`config.mk`:
```
export PLATFORM = sky130hd
export DESIGN_NAME = apb_timer_slave
export DESIGN_NICKNAME = d
export VERILOG_FILES = /design/src/rtl/apb_timer_slave.sv
export SDC_FILE = /design/constraint.sdc
export NUM_CORES = 1
export LEC_CHECK = 0
export ABC_AREA = 0
export CAP_MARGIN = 20
export CORE_MARGIN = 4
export CORE_UTILIZATION = 64
export DETAILED_ROUTE_END_ITERATION = 16
export DONT_BUFFER_PORTS = 1
export PLACE_DENSITY_LB_ADDON = 0.25
export SYNTH_ARGS = -nofsm -noshare
export SYNTH_HDL_FRONTEND = slang
export SYNTH_SLANG_ARGS = --single-unit
```
`constraint.sdc`:
```
create_clock -name clk_i -period 3.22 [get_ports clk_i]
set_input_delay 0.644 -clock clk_i [delete_from_list [all_inputs] [get_ports clk_i]]
set_output_delay 0.644 -clock clk_i [all_outputs]
set_load 0.05 [all_outputs]
```
`src/rtl/apb_timer_slave.sv`:
```
`default_nettype none
// ============================================================================
// Module   : apb_timer_slave
// Brief    : APB timer peripheral with prescaler, compare match, level IRQ.
// Revision : 1.0 - initial release
// ============================================================================
module apb_timer_slave #(
    parameter int APB_ADDR_WIDTH = 12,
    parameter int WAIT_STATES    = 0
) (
    input  logic                      clk_i,
    input  logic                      rst_i,
    input  logic                      PSEL,
    input  logic                      PENABLE,
    input  logic                      PWRITE,
    input  logic [APB_ADDR_WIDTH-1:0] PADDR,
    input  logic [31:0]               PWDATA,
    output logic [31:0]               PRDATA,
    output logic                      PREADY,
    output logic                      PSLVERR,
    output logic                      irq_o
);

    localparam int WS_W = (WAIT_STATES < 1) ? 1 : $clog2(WAIT_STATES + 1);

    localparam logic [4:0] c_addr_ctrl  = 5'h00;
    localparam logic [4:0] c_addr_presc = 5'h04;
    localparam logic [4:0] c_addr_count = 5'h08;
    localparam logic [4:0] c_addr_cmp   = 5'h0C;
    localparam logic [4:0] c_addr_stat  = 5'h10;

    logic [2:0]      ctrl_q,   ctrl_d;
    logic [15:0]     presc_q,  presc_d;
    logic [15:0]     pcnt_q,   pcnt_d;
    logic [31:0]     count_q,  count_d;
    logic [31:0]     cmp_q,    cmp_d;
    logic            match_q,  match_d;
    logic [WS_W-1:0] ws_cnt_q, ws_cnt_d;

    logic       access;
    logic       complete;
    logic       addr_err;
    logic       wr_ok;
    logic       tick;
    logic       hit;
    logic [4:0] offs;

    assign offs     = PADDR[4:0];
    assign addr_err = (|(PADDR >> 5)) || (offs[1:0] != 2'b00) || (offs > c_addr_stat);
    assign access   = PSEL && PENABLE;
    assign PREADY   = access && (ws_cnt_q == WS_W'(WAIT_STATES));
    assign complete = PREADY;
    assign wr_ok    = complete && PWRITE && !addr_err;
    assign PSLVERR  = complete && addr_err;
    assign irq_o    = match_q && ctrl_q[2];

    // Read mux only looks at address and registers, never at PWDATA.
    always_comb begin
        PRDATA = 32'h0;
        if (complete && !addr_err) begin
            case (offs)
                c_addr_ctrl:  PRDATA = {29'h0, ctrl_q};
                c_addr_presc: PRDATA = {16'h0, presc_q};
                c_addr_count: PRDATA = count_q;
                c_addr_cmp:   PRDATA = cmp_q;
                c_addr_stat:  PRDATA = {31'h0, match_q};
                default:      PRDATA = 32'h0;
            endcase
        end
    end

    always_comb begin
        ws_cnt_d = ws_cnt_q;
        if (!PSEL || complete) begin
            ws_cnt_d = '0;
        end else if (access) begin
            ws_cnt_d = ws_cnt_q + WS_W'(1);
        end
    end

    always_comb begin
        tick   = 1'b0;
        pcnt_d = 16'h0;
        if (ctrl_q[0]) begin
            if (pcnt_q == presc_q) begin
                tick = 1'b1;
            end else begin
                pcnt_d = pcnt_q + 16'd1;
            end
        end
    end

    assign hit = tick && (count_q == cmp_q);

    // Tick effects first, then APB writes override them.
    always_comb begin
        ctrl_d  = ctrl_q;
        presc_d = presc_q;
        count_d = count_q;
        cmp_d   = cmp_q;
        match_d = match_q;

        if (tick) begin
            if (hit) begin
                match_d = 1'b1;
                count_d = 32'h0;
                if (ctrl_q[1]) begin
                    ctrl_d[0] = 1'b0;
                end
            end else begin
                count_d = count_q + 32'd1;
            end
        end

        if (wr_ok) begin
            case (offs)
                c_addr_ctrl:  ctrl_d  = PWDATA[2:0];
                c_addr_presc: presc_d = PWDATA[15:0];
                c_addr_count: count_d = PWDATA;
                c_addr_cmp:   cmp_d   = PWDATA;
                c_addr_stat: begin
                    if (PWDATA[0] && !hit) begin
                        match_d = 1'b0;
                    end
                end
                default: ;
            endcase
        end
    end

    always_ff @(posedge clk_i) begin
        if (rst_i) begin
            ctrl_q   <= 3'h0;
            presc_q  <= 16'h0;
            pcnt_q   <= 16'h0;
            count_q  <= 32'h0;
            cmp_q    <= 32'h0;
            match_q  <= 1'b0;
            ws_cnt_q <= '0;
        end else begin
            ctrl_q   <= ctrl_d;
            presc_q  <= presc_d;
            pcnt_q   <= pcnt_d;
            count_q  <= count_d;
            cmp_q    <= cmp_d;
            match_q  <= match_d;
            ws_cnt_q <= ws_cnt_d;
        end
    end

endmodule
`default_nettype wire

```
== Yosys cells after proc, flatten, opt, wreduce, memory -nomap -nowiden ==
Cells that the tools add are included.

* Multiplexer cells: 18
* $lt $le $gt $ge: 1
* Reductions and logical operators: 23
* Bitwise logic cells: 2
* Equal/unequal tests: 6
* $add $sub $neg: 3

{| class="wikitable"
|+ Operators with widths
! kind !! number
|-
| 2-to-1 mux 32 bit || 5
|-
| one-hot mux 32 bit (5 select lines) || 1
|-
| adder 32 x 1 -> 32 bit (second input constant) || 1
|-
| == test 32 bit || 1
|-
| adder 16 x 1 -> 16 bit (second input constant) || 1
|-
| == test 16 bit || 1
|-
| 2-to-1 mux 1 bit || 12
|-
| == test 5 x 4 -> 1 bit (second input constant) || 2
|-
| logical AND 1 bit || 9
|-
| OR reduction 7 bit || 1
|-
| AND reduction 2 bit || 3
|-
| == test 5 x 3 -> 1 bit (second input constant) || 1
|-
| == test 5 bit (second input constant) || 1
|-
| > comparator 5 bit (second input constant) || 1
|-
| zero test 5 bit || 1
|-
| zero test 1 bit || 3
|-
| logical OR 1 bit || 3
|-
| OR reduction 3 bit || 1
|-
| NOT 1 bit || 2
|-
| nonzero test 2 bit || 1
|-
| OR reduction 2 bit || 1
|-
| adder 1 bit (second input constant) || 1
|}

* Input bits: 49
* Output and inout bits: 35
* Register bits after elaboration: 101

== Depth between registers and ports, before layout ==
Gate-level depths: netlist of run 1.

* Depth after elaboration: 9
* Gate-level depth with buffers: 9
* Depth with buffers taken out: 6

== Worst setup path after synthesis of run 1 ==
No wires, ideal clock.

* Path kind: input -> output
* From: input PADDR[6]
* To: output PRDATA[10]
* Stages: 5
* Arrival time: 2.519 ns
* Slack: 0.057 ns
* Path through: or4_1 -> and4bb_2 -> nand2_1 -> clkbuf_1 -> nor2_1

* Cells in the longest elaborated chain, start to end: 6

{| class="wikitable"
|+ Ends and longest elaborated chain
! item !! line !! source
|-
| start: declaration || 16 || <nowiki>input logic [APB_ADDR_WIDTH-1:0] PADDR,</nowiki>
|-
| OR reduction 7 bit || 49 || <nowiki>assign addr_err = (|(PADDR >> 5)) || (offs[1:0] != 2'b00) || (offs > c_addr_stat);</nowiki>
|-
| logical OR 1 bit (2 in series) || 49 ||
|-
| zero test 1 bit || 60 || <nowiki>if (complete && !addr_err) begin</nowiki>
|-
| logical AND 1 bit || 60 ||
|-
| 2-to-1 mux 32 bit || 60 ||
|-
| end: declaration || 18 || <nowiki>output logic [31:0] PRDATA,</nowiki>
|}

Every way passes these cells.

== Final worst setup path of run 1 ==
* From: input PADDR[6]
* To: output PRDATA[20]

Same word-level chain as after synthesis.

==> results of run 1 <==
-- power by group --
| part | internal (mW) | switching (mW) |
|---|---|---|
| logic | 0.0133 | 0.0216 |
| registers | 1.25 | 0.00000657 |
| clock network | 0.277 | 0.426 |
| total | 1.54 | 0.447 |
-- sequential cells by signal, summed over array words and instances (netlist names) --
name      count
count_q      32
match_q       1
ws_cnt_q      1
cmp_q        32
ctrl_q        3
presc_q      16
pcnt_q       16
-- synth_stat cells, drive strengths merged (2+ instances only) --
master	count	area, µm²
or4	2	18.8
a21oi	57	323
or3	2	12.5
nor2	58	220
a211oi	3	22.5
nor2b	2	12.5
and3	6	37.5
and3b	3	26.3
nand2	148	556
mux2	16	180
dfxtp	101	2020
nand4	23	150
xnor2	64	561
a2111oi	2	17.5
buf	11	83.8
nor4	23	150
nand3	20	100
a22oi	31	233
inv	12	45.0
nor3	18	101
xor2	26	228
and2	4	25.0
clkbuf	41	156
o21ai	31	155
ha	2	25.0
-- layout make-up --
type	instances	area [µm²]
Inverter	12	45.0
Timing Repair Buffer	47	390
Multi-Input combinational cell	554	3270
Sequential cell	101	2020
Fill cell	680	2320
Clock buffer	11	131
Clock inverter	4	26.3
Tap cell	105	131
-- worst register-to-register path: stages (launching register included) --
cell and delay (ps):
dfxtp_1 500, nand4_1 360, nor4_2 600, nand4_2 350, nor4_1 440, xnor2_1 160
o21ai_1 70
-- routing by layer --
layer / share of wire, % / track usage (%)
met3: 9.7 / 7.30
met2: 46 / 47.2
met1: 42 / 40.1
met5: 0 / 0
met4: 2.1 / 9.51
-- cell families after synthesis --
family	count (synthesis)	synth area share, %
DFF	101	36.2
and+or+nand+nor	316	26.3
muxes	16	3.23
AOI/OAI and AO/OA	130	14.5
adders and majority gates	2	0.448
buffers and inverters	64	5.11
xor gates and xnor gates	90	14.1
-- worst max-delay path by stage --
stage | startpoint | to | slack, ps | cells after the start
3_5_place_dp | PADDR[6] | PRDATA[20] | 280 | 6
5_1_grt | PADDR[6] | PRDATA[22] | 170 | 6
6_report | PADDR[6] | PRDATA[20] | 230 | 6
4_1_cts | PADDR[6] | PRDATA[20] | 260 | 6
2_1_floorplan | PADDR[6] | PRDATA[10] | 60 | 5
3_3_place_gp | PADDR[6] | PRDATA[15] | 340 | 6
-- per-stage QoR --
stage               total power, mW  setup slack, ps  instance area, µm²  util (%)  std cells
floorplan                      1.32             57.3                5580         -        719
global placement               1.31              336                5860      70.3        819
detailed placement             1.31              283                5860      70.3        819
CTS                            1.99              256                6020      72.2        834
global route                   2.05              171                6020      72.2        834
finish                         1.99              227                6020      72.2        834
==> flow_summary.toml, run 1 <==
[worst_hold_path]
hp-class = "in2reg"
min_from = "rst_i"
min_to = "cmp_q[1]$_SDFFE_PP0P_"
whs_path_depth = 1

[critical_path]
critical_path_class = "in2out"
cp.arrival_ps = 2350
crit_family = "simple AND/OR/NAND/NOR gates"
r2r_end = "count_q[31]$_SDFF_PP0_"
reg2regPathDepth = 6
crit_chain = "or4_1, and4bb_2, nand2_1, buf_12, nor2_1, buf_4"
required_ps = 2580
critPathSlowestCell = "or4_1"
cp-start-kind = "input port"
end_kind = "primary output"
critPathMaxFanout = 27
r2r_start = "count_q[3]$_SDFF_PP0_"
rrSetupSlack_ps = 650
max_stage_delay_ps = 530
cp_num_buf_inv = 2

[floorplan]
initial_core_util_pct = 66.9
coreArea_mm2 = 0.00834
num_rows = 33
ios = 84
dieArea_mm2 = 0.0103
die_w_um = 101
die_h_um = 101

[sta]
clock-skew-final_ps = 10.6
min_period_over_period_pct = 92.9
fin_tns_setup_ps = 0
rsz0062_at_grt = "no"
hold_ws_ps = 345
slew_viol_final = 0
fin_crit_ps = 2990
maxSlewHeadroom_pct = 52.4
setup_viol = 0
worst_slew_pin_slew_ps = 708
fmax_ghz = 0.334
hold_viol = 0

[layout]
num_antenna_cells = 0
area_growth_pct = 7.87
layout_commonest_cell = "nand2_1"
fin_nets = 776
drive_gt1_share_pct = 12.8
final_cell_mix = "nand2_1, dfxtp_1, xnor2_1"

[drt]
drt_wl_total_um = 15000
drtIter0Drc = 491
vias = 5162
dr.pass1.iters = 5
drc_errors = 0
wl_per_cell_um = 17.9
vias_per_cell = 6.19
antenna_left = 0

[clocking]
clk_pin_slew_ps = 90
cts-root-buf = "clkbuf_8"
clockBufferDepth = 2
cts.sinks = 101
post_cts.repair.setup_buffers = 0
insertion_delay_ps = 360
htree_levels = 3
cts_buffers = 9
postCtsHoldBufs = 0
cts_resized = 0
tritoncts = "yes"

[yosys]
syn_nets = 770
synth_warnings = 0
synth_edf_count = 0
avgSynthCellArea_um2 = 7.76
synth_cell_type_count = 49
ys_async_sr_fraction_pct = 0
netlist_instances = 719
synth.ff_latch_count = 101
synth_area_mm2 = 0.00558
ys.flop_type = "dfxtp_1"
seq_area_frac_synth_pct = 36.2

[grt]
grt_pass1_vias = 4974
grt_usage_pct = 29.8
grt_pass1_wl_um = 24600
antenna_found_initial = 0
grt_remaining_overflow = 0
grt_max_degree = 59

[pwr]
ir_drop_mv = 0.197
power.density_mw_per_mm2 = 330
power_leakage_nw = 1.93

[run_status]
status = "finished, final reports clean"

[place]
io_buffer_count = 0
dp.final_hpwl_um = 10700
gp_congestion = 0.872

[run]
drv_cap = 0
(Power assumes the default switching activity.)
==> inputs of run 2 (changes only) <==
- SLEW_MARGIN: not set -> 25
- TNS_END_PERCENT: not set -> 5
==> results of run 2 <==
Final layout, timing and power as in run 1 (identical DEF).
